## src/rtl/shift_register_univ.sv

```systemverilog
// Universal shift register with parallel load, selectable shift/rotate/
// arithmetic modes moving STEP bits per operation, and a burst engine that
// performs a counted run of shifts and reports completion through busy/done.
module shift_register_univ #(
  parameter int WIDTH = 8,
  parameter int STEP  = 1,
  parameter int LENW  = $clog2(WIDTH / STEP + 1)
) (
  input  logic             clk,
  input  logic             rst,
  input  logic             load,
  input  logic [WIDTH-1:0] dataIn,
  input  logic [2:0]       mode,
  input  logic             en,
  input  logic [STEP-1:0]  serInLsb,
  input  logic [STEP-1:0]  serInMsb,
  input  logic             burstStart,
  input  logic [LENW-1:0]  burstLen,
  output logic [WIDTH-1:0] dataOut,
  output logic [STEP-1:0]  serOutMsb,
  output logic [STEP-1:0]  serOutLsb,
  output logic             busy,
  output logic             done
);

  // A burst never needs more shifts than it takes to flush the whole register.
  localparam int              MAX_SHIFTS = WIDTH / STEP;
  localparam logic [LENW-1:0] MAX_LEN    = LENW'(MAX_SHIFTS);

  // Mode encodings; 110 and 111 are reserved and fall through to hold.
  localparam logic [2:0] MODE_HOLD = 3'b000;
  localparam logic [2:0] MODE_SHL  = 3'b001;
  localparam logic [2:0] MODE_SHR  = 3'b010;
  localparam logic [2:0] MODE_ROTL = 3'b011;
  localparam logic [2:0] MODE_ROTR = 3'b100;
  localparam logic [2:0] MODE_ASR  = 3'b101;

  typedef enum logic {
    IDLE,
    BURST
  } state_e;

  state_e            state_q, state_d;
  logic [WIDTH-1:0]  reg_q,   reg_d;
  logic [LENW-1:0]   count_q, count_d;
  logic [2:0]        mode_q,  mode_d;
  logic              done_q,  done_d;

  // One shift operation of STEP bits in the given mode.
  function automatic logic [WIDTH-1:0] shift_once(
    input logic [2:0]       m,
    input logic [WIDTH-1:0] r,
    input logic [STEP-1:0]  in_lsb,
    input logic [STEP-1:0]  in_msb
  );
    logic [WIDTH-1:0] res;
    case (m)
      MODE_SHL:  res = {r[WIDTH-STEP-1:0], in_lsb};
      MODE_SHR:  res = {in_msb, r[WIDTH-1:STEP]};
      MODE_ROTL: res = {r[WIDTH-STEP-1:0], r[WIDTH-1 -: STEP]};
      MODE_ROTR: res = {r[STEP-1:0], r[WIDTH-1:STEP]};
      MODE_ASR:  res = {{STEP{r[WIDTH-1]}}, r[WIDTH-1:STEP]};
      default:   res = r;  // MODE_HOLD and reserved encodings
    endcase
    return res;
  endfunction

  // Next-state, next-register and burst bookkeeping for the coming edge.
  always_comb begin
    // NOTE: every variable gets a default first so no path leaves it unassigned, which would infer a latch.
    state_d = state_q;
    reg_d   = reg_q;
    count_d = count_q;
    mode_d  = mode_q;
    done_d  = 1'b0;

    case (state_q)
      IDLE: begin
        if (load) begin
          reg_d = dataIn;
        end else if (burstStart) begin
          mode_d  = mode;
          count_d = (burstLen > MAX_LEN) ? MAX_LEN : burstLen;
          // A zero-length burst completes immediately without going busy.
          if (count_d == '0) begin
            done_d = 1'b1;
          end else begin
            state_d = BURST;
          end
        end else if (en) begin
          reg_d = shift_once(mode, reg_q, serInLsb, serInMsb);
        end
      end

      BURST: begin
        if (load) begin
          // Abort: new contents win, and no completion is reported.
          reg_d   = dataIn;
          count_d = '0;
          state_d = IDLE;
        end else begin
          reg_d   = shift_once(mode_q, reg_q, serInLsb, serInMsb);
          count_d = count_q - LENW'(1);
          if (count_q == LENW'(1)) begin
            state_d = IDLE;
            done_d  = 1'b1;
          end
        end
      end

      default: state_d = IDLE;
    endcase
  end

  // State register; reset returns everything to idle/zero without a clock.
  always_ff @(posedge clk or posedge rst) begin
    if (rst) begin
      state_q <= IDLE;
      reg_q   <= '0;
      count_q <= '0;
      mode_q  <= MODE_HOLD;
      done_q  <= 1'b0;
    end else begin
      // NOTE: non-blocking assignments so every register samples pre-edge values.
      state_q <= state_d;
      reg_q   <= reg_d;
      count_q <= count_d;
      mode_q  <= mode_d;
      done_q  <= done_d;
    end
  end

  assign dataOut   = reg_q;
  assign serOutMsb = reg_q[WIDTH-1 -: STEP];
  assign serOutLsb = reg_q[STEP-1:0];
  assign busy      = (state_q == BURST);
  assign done      = done_q;

endmodule

```

## config.mk

```make
export PLATFORM = sky130hd
export DESIGN_NAME = shift_register_univ
export DESIGN_NICKNAME = d
export VERILOG_FILES = /design/src/rtl/shift_register_univ.sv
export SDC_FILE = /design/constraint.sdc
export NUM_CORES = 1
export LEC_CHECK = 0
export CAP_MARGIN = 20
export CORE_MARGIN = 3
export CORE_UTILIZATION = 50
export DETAILED_ROUTE_END_ITERATION = 6
export PLACE_DENSITY = 0.84
export SETUP_SLACK_MARGIN = 0.15
export SLEW_MARGIN = 20
export SYNTH_ARGS = -nofsm -noshare
export SYNTH_HDL_FRONTEND = slang
export SYNTH_SLANG_ARGS = --single-unit
```

## constraint.sdc

```tcl
create_clock -name clk -period 4.7 [get_ports clk]
set_input_delay 0.705 -clock clk [delete_from_list [all_inputs] [get_ports clk]]
set_output_delay 0.705 -clock clk [all_outputs]
set_load 0.01 [all_outputs]
```

==> flow_metrics.tcl <==
set metrics [dict create \
    status "complete, no violations" \
    clkSlewWorstSetupHoldPaths_ps 110 \
    r2r_end "dataOut[1]" \
    clockRootBuffer "clkbuf_4" \
    relSlewSlack 0.536 \
    cts.path.max_buffers 2 \
    cp_top_family "buffers and inverters" \
    post-route-period-util 0.638 \
    hold_depth 1 \
    slew_violations 0 \
    finalSetupViolations 0 \
    path_buf_inv 2 \
    rsz0062_at_grt "no" \
    synth_top_flop_cell "dfrtp_1" \
    setup.worst_path.end_class "register" \
    cts.sinks 17 \
    ys_async_sr_fraction 1.00 \
    hold_path_end "count_q[0]" \
    yosysSeqAreaShare 0.289 \
    critPathMaxFanout 12 \
    finClkSkew_ps 7.37 \
    antenna_found_initial 0 \
    gp_congestion 0.884 \
    cts-resized-gates 0 \
    synth_seq_cells 17 \
    drc 0 \
    cts_tree "yes" \
    grt_pass1_vias 1427 \
    max_freq_mhz 333 \
    synth_edf_count 0 \
    powerDensity_nw_per_um2 401 \
    grt_usage 0.244 \
    ir_drop_v 0.000319 \
    holdWs_ps 564 \
    worst_pin_slew_ps 696 \
    max_cap_violations 0 \
    routed_wl_mm 3.98 \
    fin_nets 206 \
    critPathArrivalTime_ps 3190 \
    synth_top_cell_by_area "dfrtp_1" \
    core_um2 2780 \
    netlist_area_um2 1470 \
    drive_gt1_frac 0.124 \
    cp-start-kind "input port" \
    first_pass_iters 4 \
    synthTopCellsByArea "dfrtp_1, a221oi_1, o41ai_2" \
    timing.final.crit_period_ps 3000 \
    cp_slowest_cell "clkdlybuf4s50_1" \
    dp_hpwl_mm 2.95 \
    r2r_start "mode_q[2]" \
    power_uw 717 \
    dp.cells 204 \
    path_cells "clkdlybuf4s50_1, inv_1, ha_1, or4b_4, o31ai_4, a221oi_1, o41ai_2" \
    hold_viol 0 \
    synthToLayoutAreaGrowth_pct 21.5 \
    numCtsBuffers 3 \
    ios 34 \
    die_h_um 60.3 \
    multi_input_comb_area_um2 933 \
    antenna_left 0 \
    synth_top_area_frac 0.289 \
    drt_iter0_drc 64 \
    grt_overflow_total 0 \
    ys_warn_count 0 \
    portBuffers 33 \
    synthesis.instances 151 \
    path_class "in2reg" \
    worstRegToRegCells 6 \
    htreeDepth 1 \
    min_from "count_q[0]" \
    min_path_type "reg2reg" \
    rows 19 \
    vias_per_cell 6.70 \
    syn_area_per_cell_um2 9.75 \
    chipWidth_um 60.3 \
    routedWlPerCell_um 19.1 \
    ys_types 50 \
    critPathMaxStageDelay_ps 750 \
    grt_max_degree 19 \
    cts_setup_buffers 0 \
    finalSetupTns_ps 0 \
    p_leak_uw 0.000693 \
    n_antenna_cell 0 \
    grt_pass1_wl_mm 6.69 \
    final_cells 208 \
    ff_latch_area_um2 425 \
    nFillCells 240 \
    syn-num-nets 179 \
    clock_latency_ps 300 \
    r2r_setup_slack_ps 2300 \
    worstPathRequired_ps 4890 \
    cts_hold_buf 0 \
    num_vias 1394 \
    start_util 0.529 \
    die-area_um2 3630 \
]
## registers in the layout, summed over array words and instances (netlist names)
name     flops
done         1
mode_q       3
dataOut      8
count_q      4
busy         1
## how the worst max path moves through the flow
stage,end,slack (ps),from,depth (start not counted)
after floorplan,dataOut[6],2320,mode[1],7
after CTS,dataOut[1],1710,mode[1],7
after detailed placement,dataOut[1],1390,mode[1],7
after global routing,dataOut[1],1600,mode[1],7
final,dataOut[1],1700,mode[1],7
after global placement,dataOut[4],1580,mode[1],7
## cell usage in the layout, fill, tap and decap left out, types with 3 or more instances in the layout
cell / count
ha_1: 6
a221oi_1: 10
clkdlybuf4s50_1: 33
dfrtp_1: 17
nor2b_1: 8
nand2_1: 9
clkbuf_4: 3
o41ai_2: 5
a31oi_1: 5
nand3b_1: 3
nor3_1: 3
a221o_1: 3
inv_1: 9
o21ai_0: 10
nor2_1: 8
## kinds of logic after synthesis
| kind of cell | synth area share |
|---|---|
| and+or+nand+nor | 0.224 |
| buffers and inverters | 0.0773 |
| xor gates and xnor gates | 0.0178 |
| AOI/OAI and AO/OA | 0.333 |
| muxes | 0.00765 |
| adders and majority gates | 0.0510 |
| DFF | 0.289 |
## where the power goes
part | switching, µW | internal (µW)
clock network | 50.8 | 31.7
registers | 91.7 | 192
logic | 167 | 184
## cell usage after synthesis, drive strengths merged, types with 2 or more instances
cell type / number
a31o: 2
or4b: 2
o41ai: 5
nor2b: 8
nand2b: 2
nand3b: 3
a32o: 2
nor4bb: 2
inv: 9
nor3b: 2
nor3: 3
nor2: 8
a221o: 4
a21oi: 2
or4: 2
buf: 8
a31oi: 5
clkbuf: 3
ha: 6
o31ai: 3
dfrtp: 17
o21ai: 10
or2: 3
nand2: 9
a221oi: 10
xnor2: 2
a2111oi: 2
## cell type report
| type | count | share of cell area |
|---|---|---|
| clock buffer | 3 | 0.0126 |
| clock inverter | 1 | 0.00280 |
| inverter | 9 | 0.0189 |
| multi-input combinational | 114 | 0.522 |
| sequential | 17 | 0.238 |
| tap | 31 | 0.0217 |
| timing repair buffer | 33 | 0.185 |
## stage by stage
step | instance area, µm² | setup slack [ps] | utilization
after floorplan | 1470 | 2320 | -
after global placement | 1760 | 1580 | 0.633
after detailed placement | 1760 | 1390 | 0.633
after CTS | 1790 | 1710 | 0.643
after global routing | 1790 | 1600 | 0.643
final | 1790 | 1700 | 0.643
## layer usage
metal | vias up | routed length (µm) | track usage
li1 | 647 | - | -
met1 | 678 | 1690 | 0.306
met2 | 62 | 1990 | 0.417
met3 | 7 | 247 | 0.0389
met4 | 0 | 53 | 0.0886
met5 | - | 0 | 0
Power figures use the tool's default switching activity.
